`src/rtl/fetch_pipeline_unit_pkg.sv`:
```
// Shared fetch-pipeline definitions: reset/bubble constants, IF/ID record, address alignment.
package fetch_pipeline_unit_pkg;

   localparam logic [31:0] RESET_PC   = 32'h0000_0000;
   localparam logic [31:0] NOP_WORD   = 32'h0000_0000;
   localparam logic [31:0] WORD_BYTES = 32'd4;

   // Contents of the IF/ID pipeline register
   typedef struct packed {
      logic [31:0] instruction;
      logic [31:0] pc;
      logic        valid;
   } if_id_t;

   // Instruction fetches are word aligned; the low byte-offset bits are dropped
   function automatic logic [31:0] align_word(input logic [31:0] addr);
      return {addr[31:2], 2'b00};
   endfunction

endpackage

```
`src/rtl/fetch_pipeline_unit_pc_npc_register.sv`:
```
// PC/NPC pair: PC is the address being fetched, NPC the address fetched after it.
// A redirect replaces NPC, so the word at PC (the delay slot) is always fetched.
module pc_npc_register #(
   parameter logic [31:0] RESET_PC = fetch_pipeline_unit_pkg::RESET_PC
) (
   input  logic        clk,
   input  logic        reset,
   input  logic        pc_enable,
   input  logic        imem_ready,
   input  logic        redirect,
   input  logic [31:0] branch_target,
   output logic [31:0] pc,
   output logic [31:0] npc
);
   import fetch_pipeline_unit_pkg::*;

   logic [31:0] pc_reg;
   logic [31:0] npc_reg;
   logic [31:0] pc_next;
   logic [31:0] npc_next;
   logic [31:0] target_aligned;

   assign target_aligned = align_word(branch_target);

   // Next-state: advance on completed fetch, otherwise hold PC but still capture a redirect
   always_comb begin
      pc_next  = pc_reg;
      npc_next = npc_reg;
      if (pc_enable) begin
         if (imem_ready) begin
            pc_next  = npc_reg;
            npc_next = redirect ? target_aligned : (npc_reg + WORD_BYTES);
         end else if (redirect) begin
            npc_next = target_aligned;
         end
      end
   end

   // PC/NPC state; reset discards any pending redirect
   always_ff @(posedge clk or posedge reset) begin
      if (reset) begin
         pc_reg  <= RESET_PC;
         npc_reg <= RESET_PC + WORD_BYTES;
      end else begin
         pc_reg  <= pc_next;
         npc_reg <= npc_next;
      end
   end

   assign pc  = pc_reg;
   assign npc = npc_reg;

endmodule

```
`src/rtl/fetch_pipeline_unit.sv`:
```
// Instruction fetch stage: PC/NPC sequencing, IF/ID register and imem wait-cycle counter.
module fetch_pipeline_unit #(
   parameter logic [31:0] RESET_PC = fetch_pipeline_unit_pkg::RESET_PC,
   parameter logic [31:0] NOP_WORD = fetch_pipeline_unit_pkg::NOP_WORD
) (
   input  logic        clk,
   input  logic        reset,
   input  logic        pc_enable,
   input  logic        load_enable,
   input  logic        branch_taken,
   input  logic [31:0] branch_target,
   output logic [31:0] imem_addr,
   input  logic [31:0] imem_data,
   input  logic        imem_ready,
   output logic [31:0] id_instruction,
   output logic [31:0] id_pc,
   output logic        id_valid,
   output logic [15:0] fetch_stall_count
);
   import fetch_pipeline_unit_pkg::*;

   logic        redirect;
   logic [31:0] pc;
   logic [31:0] npc;
   if_id_t      if_id_reg;
   if_id_t      if_id_next;
   logic [15:0] stall_count_reg;
   logic [15:0] stall_count_next;

   // A branch only redirects when ID holds a real instruction and the pipe is not stalled
   assign redirect = pc_enable & if_id_reg.valid & branch_taken;

   pc_npc_register #(
      .RESET_PC (RESET_PC)
   ) u_pc_npc (
      .clk           (clk),
      .reset         (reset),
      .pc_enable     (pc_enable),
      .imem_ready    (imem_ready),
      .redirect      (redirect),
      .branch_target (branch_target),
      .pc            (pc),
      .npc           (npc)
   );

   assign imem_addr = pc;

   // IF/ID load: real word on completed fetch, bubble while imem is still busy
   always_comb begin
      if_id_next = if_id_reg;
      if (pc_enable && load_enable) begin
         if (imem_ready) begin
            if_id_next.instruction = imem_data;
            if_id_next.pc          = pc;
            if_id_next.valid       = 1'b1;
         end else begin
            if_id_next.instruction = NOP_WORD;
            if_id_next.pc          = pc;
            if_id_next.valid       = 1'b0;
         end
      end
   end

   // IF/ID register
   always_ff @(posedge clk or posedge reset) begin
      if (reset) begin
         if_id_reg.instruction <= NOP_WORD;
         if_id_reg.pc          <= 32'h0;
         if_id_reg.valid       <= 1'b0;
      end else begin
         if_id_reg <= if_id_next;
      end
   end

   // Stall counter: counts cycles the fetch stage waits on imem, saturating at all-ones
   always_comb begin
      stall_count_next = stall_count_reg;
      if (pc_enable && !imem_ready && (stall_count_reg != 16'hFFFF))
         stall_count_next = stall_count_reg + 16'd1;
   end

   // Stall counter register
   always_ff @(posedge clk or posedge reset) begin
      if (reset)
         stall_count_reg <= 16'h0;
      else
         stall_count_reg <= stall_count_next;
   end

   assign id_instruction    = if_id_reg.instruction;
   assign id_pc             = if_id_reg.pc;
   assign id_valid          = if_id_reg.valid;
   assign fetch_stall_count = stall_count_reg;

   // npc is internal to the sequencer; it is observed here only to keep every net used
   logic unused_npc;
   assign unused_npc = ^npc;

endmodule

```
`config.mk`:
```
export PLATFORM = sky130hd
export DESIGN_NAME = fetch_pipeline_unit
export DESIGN_NICKNAME = d
export VERILOG_FILES = /design/src/rtl/fetch_pipeline_unit_pkg.sv /design/src/rtl/fetch_pipeline_unit_pc_npc_register.sv /design/src/rtl/fetch_pipeline_unit.sv
export SDC_FILE = /design/constraint.sdc
export NUM_CORES = 1
export LEC_CHECK = 0
export CORE_MARGIN = 2
export CORE_UTILIZATION = 52
export DETAILED_ROUTE_END_ITERATION = 8
export PLACE_DENSITY = 0.88
export SYNTH_ARGS = -nofsm -noshare
export SYNTH_HDL_FRONTEND = slang
export SYNTH_HIERARCHICAL = 1
export SYNTH_SLANG_ARGS = --single-unit
```
`constraint.sdc`:
```
create_clock -name clk -period 4.2 [get_ports clk]
set_input_delay 0.63 -clock clk [delete_from_list [all_inputs] [get_ports clk]]
set_output_delay 0.63 -clock clk [all_outputs]
set_load 0.005 [all_outputs]
```
==> impl_metrics.json <==
{
  "startpoint_type": "input port",
  "outcome": "complete, no violations",
  "fin_cells": 966,
  "final.setup_skew_ns": 0.00608,
  "initial_core_util_pct": 52.6,
  "crit_fanout": 17,
  "fin_util_pct": 72.4,
  "grt_pass1_vias": 5507,
  "cts_inserted_buffers": 17,
  "hpwl_um": 12100,
  "routed-via-count": 5628,
  "cp-end-kind": "register",
  "drt-vias-per-instance": 5.83,
  "post-route-drc-count": 0,
  "multi_input_area_sq_um": 2830,
  "fillers": 872,
  "io_pins": 183,
  "synthesis.area_sq_um": 6560,
  "cts_tree": "built",
  "p_leak_nw": 3.71,
  "grt.total_usage_pct": 26.2,
  "htree_num_levels": 4,
  "cp_top_family": "simple AND/OR/NAND/NOR gates",
  "clkTransAtPathRegs_ns": 0.06,
  "synth_area_per_cell_sq_um": 10.6,
  "layout_min_cycle_time_ns": 2.85,
  "yosysWarnings": 6,
  "cts_resized": 0,
  "total_power_mw": 4.71,
  "diodes": 0,
  "critical_path_arrival_ns": 3.18,
  "ant_nets": 0,
  "grt_max_degree": 98,
  "placed_area_sq_um": 8460,
  "root_buffer": "clkbuf_16",
  "cts.sinks": 141,
  "finalHoldViolCount": 0,
  "setup_viol": 0,
  "crit_slowest_cell": "o21a_1",
  "drt-wirelength-per-cell_um": 17.9,
  "antenna_found_initial": 0,
  "drv_slew": 0,
  "fin_setup_tns_ns": 0,
  "worstMarginPinSlew_ns": 1.19,
  "powerDensity_nw_per_um2": 522,
  "hold_path_class": "register to register",
  "max_stage_delay_ns": 0.50,
  "rsz0062_at_grt": "false",
  "place.gp.congestion": 0.883,
  "first_iter_violations": 433,
  "core_sq_um": 12500,
  "areaGrowthSynthToFinish_pct": 37.6,
  "worst_ep_required_time_ns": 4.53,
  "final_area_sq_um": 9030,
  "critPathBufInv": 2,
  "max_slew_margin_pct": 20.2,
  "path_class": "input port to register",
  "numPortBuffers": 178,
  "fmax_ghz": 0.351,
  "grt_overflow": 0,
  "vdd_ir_drop_max_mv": 0.333,
  "wirelength_um": 17300,
  "post-route-period-util_pct": 67.8,
  "regArea_sq_um": 3530,
  "dieArea_sq_um": 13500,
  "post_cts.repair.setup_buffers": 0,
  "dieWidth_um": 116,
  "final_nets": 854,
  "drv_cap": 0,
  "clk_path_buf_depth": 2,
  "grt_pass1_wl_um": 27200,
  "postSynthCellCount": 618,
  "die_y_um": 116,
  "drive_above_1_share_pct": 14.6,
  "first_pass_iters": 5,
  "num_rows": 41,
  "clk_latency_ns": 0.42,
  "crit_chain": "clkdlybuf4s50_1, and3_1, buf_4, o21a_1, nand2_1, or4_1, a211oi_1",
  "holdBufCountCts": 0,
  "dp.cells": 935
}
placed cells by master, fill, tap and decap left out, types with 3 or more instances in the layout:
cell type	count
buf_4	10
and4_1	6
inv_1	5
clkdlybuf4s50_1	178
and3_1	5
nand3_1	28
xor2_1	13
clkinv_2	5
mux2_2	60
nor3_1	13
clkbuf_1	4
dfrtp_1	140
clkbuf_8	3
a32oi_1	9
nand4_1	19
o21ai_0	45
nor2b_1	4
nor4b_1	3
nand2_1	97
and2_1	6
nor4_1	6
clkbuf_16	17
a2bb2oi_1	5
o311ai_0	6
or3_1	5
o22ai_1	7
nor2_1	17
or4_1	6
a21oi_1	17
a211oi_1	4
area by class of cell:
cell class                 instances  share of cell area [%]
clock inverter                     7                   0.970
multi-input combinational        427                    31.3
sequential                       141                    39.1
timing repair buffer             188                    20.6
tap                              172                    2.38
clock buffer                      24                    5.34
inverter                           7                   0.305
tightest hold or removal path: cells and delay by family (launching register included):
kind            cells  cell delay (ns)
compound gates      1             0.06
flops               1             0.34
simple gates        1             0.05
where the power goes:
part | total (mW) | switching (mW) | leakage [nW] | internal [mW]
combinational | 1.26 | 0.463 | 1.74 | 0.796
sequential | 2.01 | 0.315 | 1.68 | 1.70
clock | 1.44 | 0.532 | 0.280 | 0.912
metrics by stage:
step | worst slack, ns | hold WS, ns
2_1_floorplan | 1.49 | 0.473
3_3_place_gp | 1.09 | 0.461
3_5_place_dp | 0.999 | 0.469
4_1_cts | 1.41 | 0.482
5_1_grt | 1.27 | 0.518
6_report | 1.35 | 0.479
path summary, 6_finish.rpt:
| path | startpoint | to | slack, ns | cells after the start |
|---|---|---|---|---|
| min in group asynchronous | reset | id_pc[9]$_DFFE_PP0P_ | 0.65 | 2 |
| setup / recovery | pc_enable | u_pc_npc/npc[30]$_DFFE_PP0P_ | 1.35 | 7 |
| setup reg to reg | id_valid$_DFFE_PP0P_ | u_pc_npc/npc[30]$_DFFE_PP0P_ | 1.71 | 6 |
| max in group asynchronous | reset | u_pc_npc/npc[2]$_DFFE_PP1P_ | 2.55 | 3 |
| hold reg to reg | id_instruction[15]$_DFFE_PP0P_ | id_instruction[15]$_DFFE_PP0P_ | 0.48 | 2 |
| hold / removal | id_instruction[15]$_DFFE_PP0P_ | id_instruction[15]$_DFFE_PP0P_ | 0.48 | 2 |
metal layers:
metal / wire, um / GRT usage, % / vias up
li1: - / - / 2571
met1: 7040 / 33.8 / 2760
met2: 8550 / 42.9 / 253
met3: 1180 / 5.60 / 44
met4: 500 / 12.0 / 0
met5: 0 / 0 / -
Note: power is estimated with default switching activity, not from simulation.
